**config.mk**
```make
export PLATFORM = sky130hd
export DESIGN_NAME = dmem_store_unit_flat
export DESIGN_NICKNAME = d
export VERILOG_FILES = /design/src/rtl/dmem_pkg.sv /design/src/rtl/dmem_store_unit_if.sv /design/src/rtl/dmem_store_unit.sv /design/src/flat_wrapper.sv
export SDC_FILE = /design/constraint.sdc
export NUM_CORES = 1
export LEC_CHECK = 0
export CAP_MARGIN = 5
export CORE_MARGIN = 3
export CORE_UTILIZATION = 35
export CTS_BUF_LIST = sky130_fd_sc_hd__clkbuf_8
export DETAILED_ROUTE_END_ITERATION = 10
export HOLD_SLACK_MARGIN = 0.15
export PLACE_DENSITY = 0.67
export RECOVER_POWER = 50
export SLEW_MARGIN = 20
export SYNTH_ARGS = -nofsm -noshare
export SYNTH_HDL_FRONTEND = slang
export SYNTH_SLANG_ARGS = --single-unit
export TNS_END_PERCENT = 1
```
**constraint.sdc**
```tcl
create_clock -name clk -period 2.7 [get_ports clk]
set_input_delay 0.54 -clock clk [delete_from_list [all_inputs] [get_ports clk]]
set_output_delay 0.54 -clock clk [all_outputs]
set_load 0.1 [all_outputs]
```
**src/rtl/dmem_pkg.sv**
```systemverilog
// Shared constants, store-FSM state type and lane helper
// for the data-memory store path.
package dmem_pkg;

    localparam int S     = 32;
    localparam int V     = 192;
    localparam int SIZE  = 30000;
    localparam int LANES = V / S;

    typedef enum logic [1:0] {
        IDLE  = 2'd0,
        WRITE = 2'd1,
        DONE  = 2'd2
    } store_state_e;

    function automatic logic [S-1:0] get_lane(
        input logic [V-1:0] vec,
        input logic [2:0]   k
    );
        return vec[S*int'(k) +: S];
    endfunction

endpackage

```
**src/rtl/dmem_store_unit_if.sv**
```systemverilog
// Request handshake plus RAM write port of the store unit.
// master = requester/RAM side, slave = store unit.
interface dmem_store_unit_if;
    import dmem_pkg::*;

    logic         req_valid;
    logic         req_ready;
    logic         isVector;
    logic [S-1:0] address;
    logic [V-1:0] wd;
    logic         mem_we;
    logic [S-1:0] mem_addr;
    logic [S-1:0] mem_wd;
    logic         done;
    logic         oob;

    modport master (
        output req_valid, isVector, address, wd,
        input  req_ready, mem_we, mem_addr, mem_wd, done, oob
    );

    modport slave (
        input  req_valid, isVector, address, wd,
        output req_ready, mem_we, mem_addr, mem_wd, done, oob
    );

endinterface

```
**src/rtl/dmem_store_unit.sv**
```systemverilog
// Serialises scalar or 6-lane vector stores into single-word
// RAM writes, suppressing and flagging out-of-range lanes.
module dmem_store_unit
    import dmem_pkg::*;
(
    input logic              clk,
    input logic              rst,
    dmem_store_unit_if.slave bus
);

    store_state_e state;
    logic [2:0]   cnt;
    logic [2:0]   last;
    logic [S-1:0] base;
    logic [V-1:0] data;
    logic         sticky;
    logic [S-1:0] addr_q;
    logic [S-1:0] wd_q;

    logic [S:0]   idx;
    logic         in_range;
    logic [S-1:0] lane;

    // One extra bit so address wrap lands above SIZE.
    always_comb begin
        idx      = {1'b0, base} + {{(S-2){1'b0}}, cnt};
        in_range = idx < (S+1)'(SIZE);
        lane     = get_lane(data, cnt);
    end

    assign bus.req_ready = (state == IDLE);
    assign bus.mem_we    = (state == WRITE) && in_range;
    assign bus.mem_addr  = (state == WRITE) ? idx[S-1:0] : addr_q;
    assign bus.mem_wd    = (state == WRITE) ? lane : wd_q;
    assign bus.done      = (state == DONE);
    assign bus.oob       = (state == DONE) && sticky;

    always_ff @(posedge clk) begin
        if (rst) begin
            state  <= IDLE;
            cnt    <= 3'd0;
            last   <= 3'd0;
            base   <= '0;
            data   <= '0;
            sticky <= 1'b0;
            addr_q <= '0;
            wd_q   <= '0;
        end else begin
            unique case (state)
                IDLE: begin
                    if (bus.req_valid) begin
                        base   <= bus.address;
                        data   <= bus.wd;
                        last   <= bus.isVector ? 3'(LANES-1) : 3'd0;
                        cnt    <= 3'd0;
                        sticky <= 1'b0;
                        state  <= WRITE;
                    end
                end
                WRITE: begin
                    addr_q <= idx[S-1:0];
                    wd_q   <= lane;
                    if (!in_range)
                        sticky <= 1'b1;
                    if (cnt == last)
                        state <= DONE;
                    else
                        cnt <= cnt + 3'd1;
                end
                DONE: state <= IDLE;
                default: state <= IDLE;
            endcase
        end
    end

endmodule

```
**src/flat_wrapper.sv**
```systemverilog
// flat-port wrapper written by rule: the top's interface ports become plain ports
module dmem_store_unit_flat import dmem_pkg::*;
  (clk, rst, bus_req_valid, bus_isVector, bus_address, bus_wd, bus_req_ready, bus_mem_we, bus_mem_addr, bus_mem_wd, bus_done, bus_oob);
  dmem_store_unit_if bus_i ();
  input logic clk;
  input logic rst;
  input wire logic [$bits(bus_i.req_valid)-1:0] bus_req_valid;
  input wire logic [$bits(bus_i.isVector)-1:0] bus_isVector;
  input wire logic [$bits(bus_i.address)-1:0] bus_address;
  input wire logic [$bits(bus_i.wd)-1:0] bus_wd;
  output wire logic [$bits(bus_i.req_ready)-1:0] bus_req_ready;
  output wire logic [$bits(bus_i.mem_we)-1:0] bus_mem_we;
  output wire logic [$bits(bus_i.mem_addr)-1:0] bus_mem_addr;
  output wire logic [$bits(bus_i.mem_wd)-1:0] bus_mem_wd;
  output wire logic [$bits(bus_i.done)-1:0] bus_done;
  output wire logic [$bits(bus_i.oob)-1:0] bus_oob;
  assign bus_i.req_valid = bus_req_valid;
  assign bus_i.isVector = bus_isVector;
  assign bus_i.address = bus_address;
  assign bus_i.wd = bus_wd;
  assign bus_req_ready = bus_i.req_ready;
  assign bus_mem_we = bus_i.mem_we;
  assign bus_mem_addr = bus_i.mem_addr;
  assign bus_mem_wd = bus_i.mem_wd;
  assign bus_done = bus_i.done;
  assign bus_oob = bus_i.oob;
  dmem_store_unit u_core (.clk(clk), .rst(rst), .bus(bus_i));
endmodule
```
==> results_dict.tcl <==
set metrics [dict create \
    vias_per_cell 5.086 \
    finalSetupViolCount 65 \
    postRouteAntennaNets 0 \
    grt_pass1_wl_um 64690 \
    wl_per_cell_um 17.02 \
    grt_overflow_total 0 \
    synth_commonest_cells "508 x nand2_1, 295 x dfxtp_1, 231 x a21oi_1" \
    ctsHtreeMaxLevel 2 \
    dp_slack_ns -0.4669 \
    maxCapViolCount 0 \
    finalNetCount 2141 \
    dieArea_sq_um 38930 \
    first_global_vias 12210 \
    yosys.area.top_type "dfxtp_1" \
    crit_path_max_incr_delay_ns 0.44 \
    rsz0062_at_grt "yes" \
    gp_congestion 0.8269 \
    antenna_found_initial 4 \
    worstPathMaxFanout 4 \
    ir_drop_mv 0.4327 \
    fmax_ghz 0.2715 \
    cts_tree "yes" \
    p_total_uw 11470 \
    setup_ws_ns -0.9833 \
    critPathArrivalTime_ns 3.14 \
    die_h_um 197.3 \
    violations "setup timing" \
    path_cells "ha_4, fa_2, a21oi_4, nor4_2, buf_4, and3_4, nor3_1, a31oi_1, nor3_2, nor4bb_4, buf_12" \
    start_kind "flip-flop" \
    critPathSlowestCell "nor4bb_4" \
    synth_top_area_share_pct 46.11 \
    drive_gt1_share_pct 19.47 \
    ys_ff_latch 295 \
    dp_hpwl_um 29280 \
    p_per_area_nw_per_um2 609.8 \
    start_util_pct 35.75 \
    numClockSinks 295 \
    drt_iter0_drc 732 \
    worstSetupPathType "reg -> out" \
    syn_area_sq_um 12810 \
    period_share_pct 136.4 \
    tightest_slew_ns 1.334 \
    path_clk_slew_ns 0.06 \
    cts_made_buffers 50 \
    cts_root_buffer "clkbuf_8" \
    die_w_um 197.3 \
    slew_headroom_pct 11.05 \
    critPathCaptureType "output pin" \
    finalHoldViolCount 0 \
    io_pins 296 \
    period_needed_ns 3.683 \
    synth_enable_flop_cells 0 \
    grt_usage_pct 20.58 \
    path_buf_inv 2 \
    skew_ns 0.03469 \
    vias 12260 \
    synth_ff_type "dfxtp_1" \
    ys_top_cells_by_area "dfxtp_1 46%, nand2_1 15%, a21oi_1 9.0%" \
    worstHoldPathType "in -> reg" \
    routed_wl_um 41030 \
    critical_path.top_delay_family "simple AND/OR/NAND/NOR gates" \
    synth_fp_nets 1810 \
    clk_path_buf_depth 3 \
    area_growth_pct 46.83 \
    syn_inst 1577 \
    grt_max_degree 120 \
    ys_seq_area_share_pct 46.11 \
    drc 0 \
    async_flop_share_pct 0 \
    rows 69 \
    p_leak_uw 0.007253 \
    drv_slew 0 \
    yosysWarnings 0 \
    core_area_sq_um 35830 \
    status "finished, violations left" \
    firstDrtPassIters 5 \
    crit_required_ns 2.16 \
    ys_types 59 \
    yosysMostFrequentCell "nand2_1" \
    avgSynthCellArea_sq_um 8.122 \
    clock_latency_ns 0.57 \
    io_buffers 295 \
]
-- final cells by class --
cell class / count / area (sq um)
Inverter: 4 / 15.01
Sequential cell: 295 / 5911
Multi-Input combinational cell: 1149 / 6660
Antenna cell: 2 / 5.005
Tap cell: 461 / 576.8
Fill cell: 3292 / 17020
Timing Repair Buffer: 408 / 4587
Clock buffer: 66 / 908.4
Clock inverter: 25 / 143.9
-- power breakdown --
group	switching, uW	total, uW	internal, uW
logic	1550	2620	1070
registers	135	4760	4630
clock network	1800	4090	2280
-- path summary, 6_finish.rpt --
path | cells after the start | to | start | slack (ns)
max | 11 | bus_mem_we | u_core.cnt[0]$_SDFFE_PP0P_ | -0.98
min | 2 | u_core.addr_q[11]$_SDFF_PP0_ | rst | 0.43
max reg2reg | 5 | u_core.data[16]$_SDFFE_PP0P_ | u_core.state[1]$_SDFFE_PP0P_ | 0.15
min reg2reg | 2 | u_core.data[30]$_SDFFE_PP0P_ | u_core.data[30]$_SDFFE_PP0P_ | 0.45
-- worst register-to-register path, cell delays in order (launching register included) --
cell	delay (ns)
dfxtp_1	0.35
nor2_1	0.32
and2_0	0.30
clkbuf_4	0.99
nand2_1	0.36
a21oi_1	0.17
-- logic make-up (layout without fill, tap and decap cells) --
logic type               Yosys count  in the layout  share of synthesized area (%)
AND/OR/NAND/NOR                  727            727                          24.52
AO/OA/AOI/OAI                    316            316                          13.77
flip-flops                       295            295                          46.11
buffers and inverters            133            503                          4.064
multiplexers                      66             66                          8.596
XOR/XNOR                          35             35                          2.393
adder cells (fa/ha/maj)            5              5                         0.5471
other                              0              2                              0
-- through the flow --
step | cell area, sq um | cells | hold WS, ns | setup TNS (ns) | util, %
floorplan | 12890 | 1577 | 0.4329 | -77.16 | -
global placement | 17610 | 2315 | 0.4393 | -4.912 | 49.16
detailed placement | 17610 | 2315 | 0.4449 | -5.549 | 49.16
CTS | 18750 | 2407 | 0.4134 | -31.35 | 52.32
global route | 18800 | 2409 | 0.4432 | -42.62 | 52.48
finish | 18810 | 2410 | 0.4253 | -29.98 | 52.49
-- registers in the layout, summed over array words and instances (netlist names) --
name	count
u_core.cnt	3
u_core.wd_q	32
u_core.last	1
u_core.state	2
u_core.sticky	1
u_core.base	32
u_core.data	192
u_core.addr_q	32
-- cell usage in the layout, fill, tap and decap left out, types with 19 or more instances in the layout --
cell type | synthesis | routed
clkbuf_8 | 0 | 66
nand2_1 | 508 | 506
nor2b_1 | 32 | 31
buf_12 | 0 | 77
o21ai_1 | 1 | 22
inv_1 | 3 | 19
buf_4 | 2 | 97
dfxtp_1 | 295 | 293
nor3_1 | 50 | 44
clkdlybuf4s50_1 | 0 | 226
nor2_1 | 76 | 75
mux4_2 | 32 | 32
mux2_2 | 32 | 32
a21oi_1 | 231 | 230
-- metal layers --
layer  vias up  GRT usage, %  part of all wire [%]
li1       6008             -                     -
met1      5807         29.09                    46
met2       377         32.51                    46
met3        64         3.974                   6.5
met4         2         5.253                   1.9
met5         -             0                 0.032
-- what timing repair did --
| action | CTS | global route |
|---|---|---|
| buffers inserted | 1 | 1 |
| setup endpoints to repair | 63 | 65 |
| hold buffers | 0 | 0 |
| resized for setup | 16 | 25 |
| pin swaps | 6 | 5 |
Power figures use the tool's default switching activity.
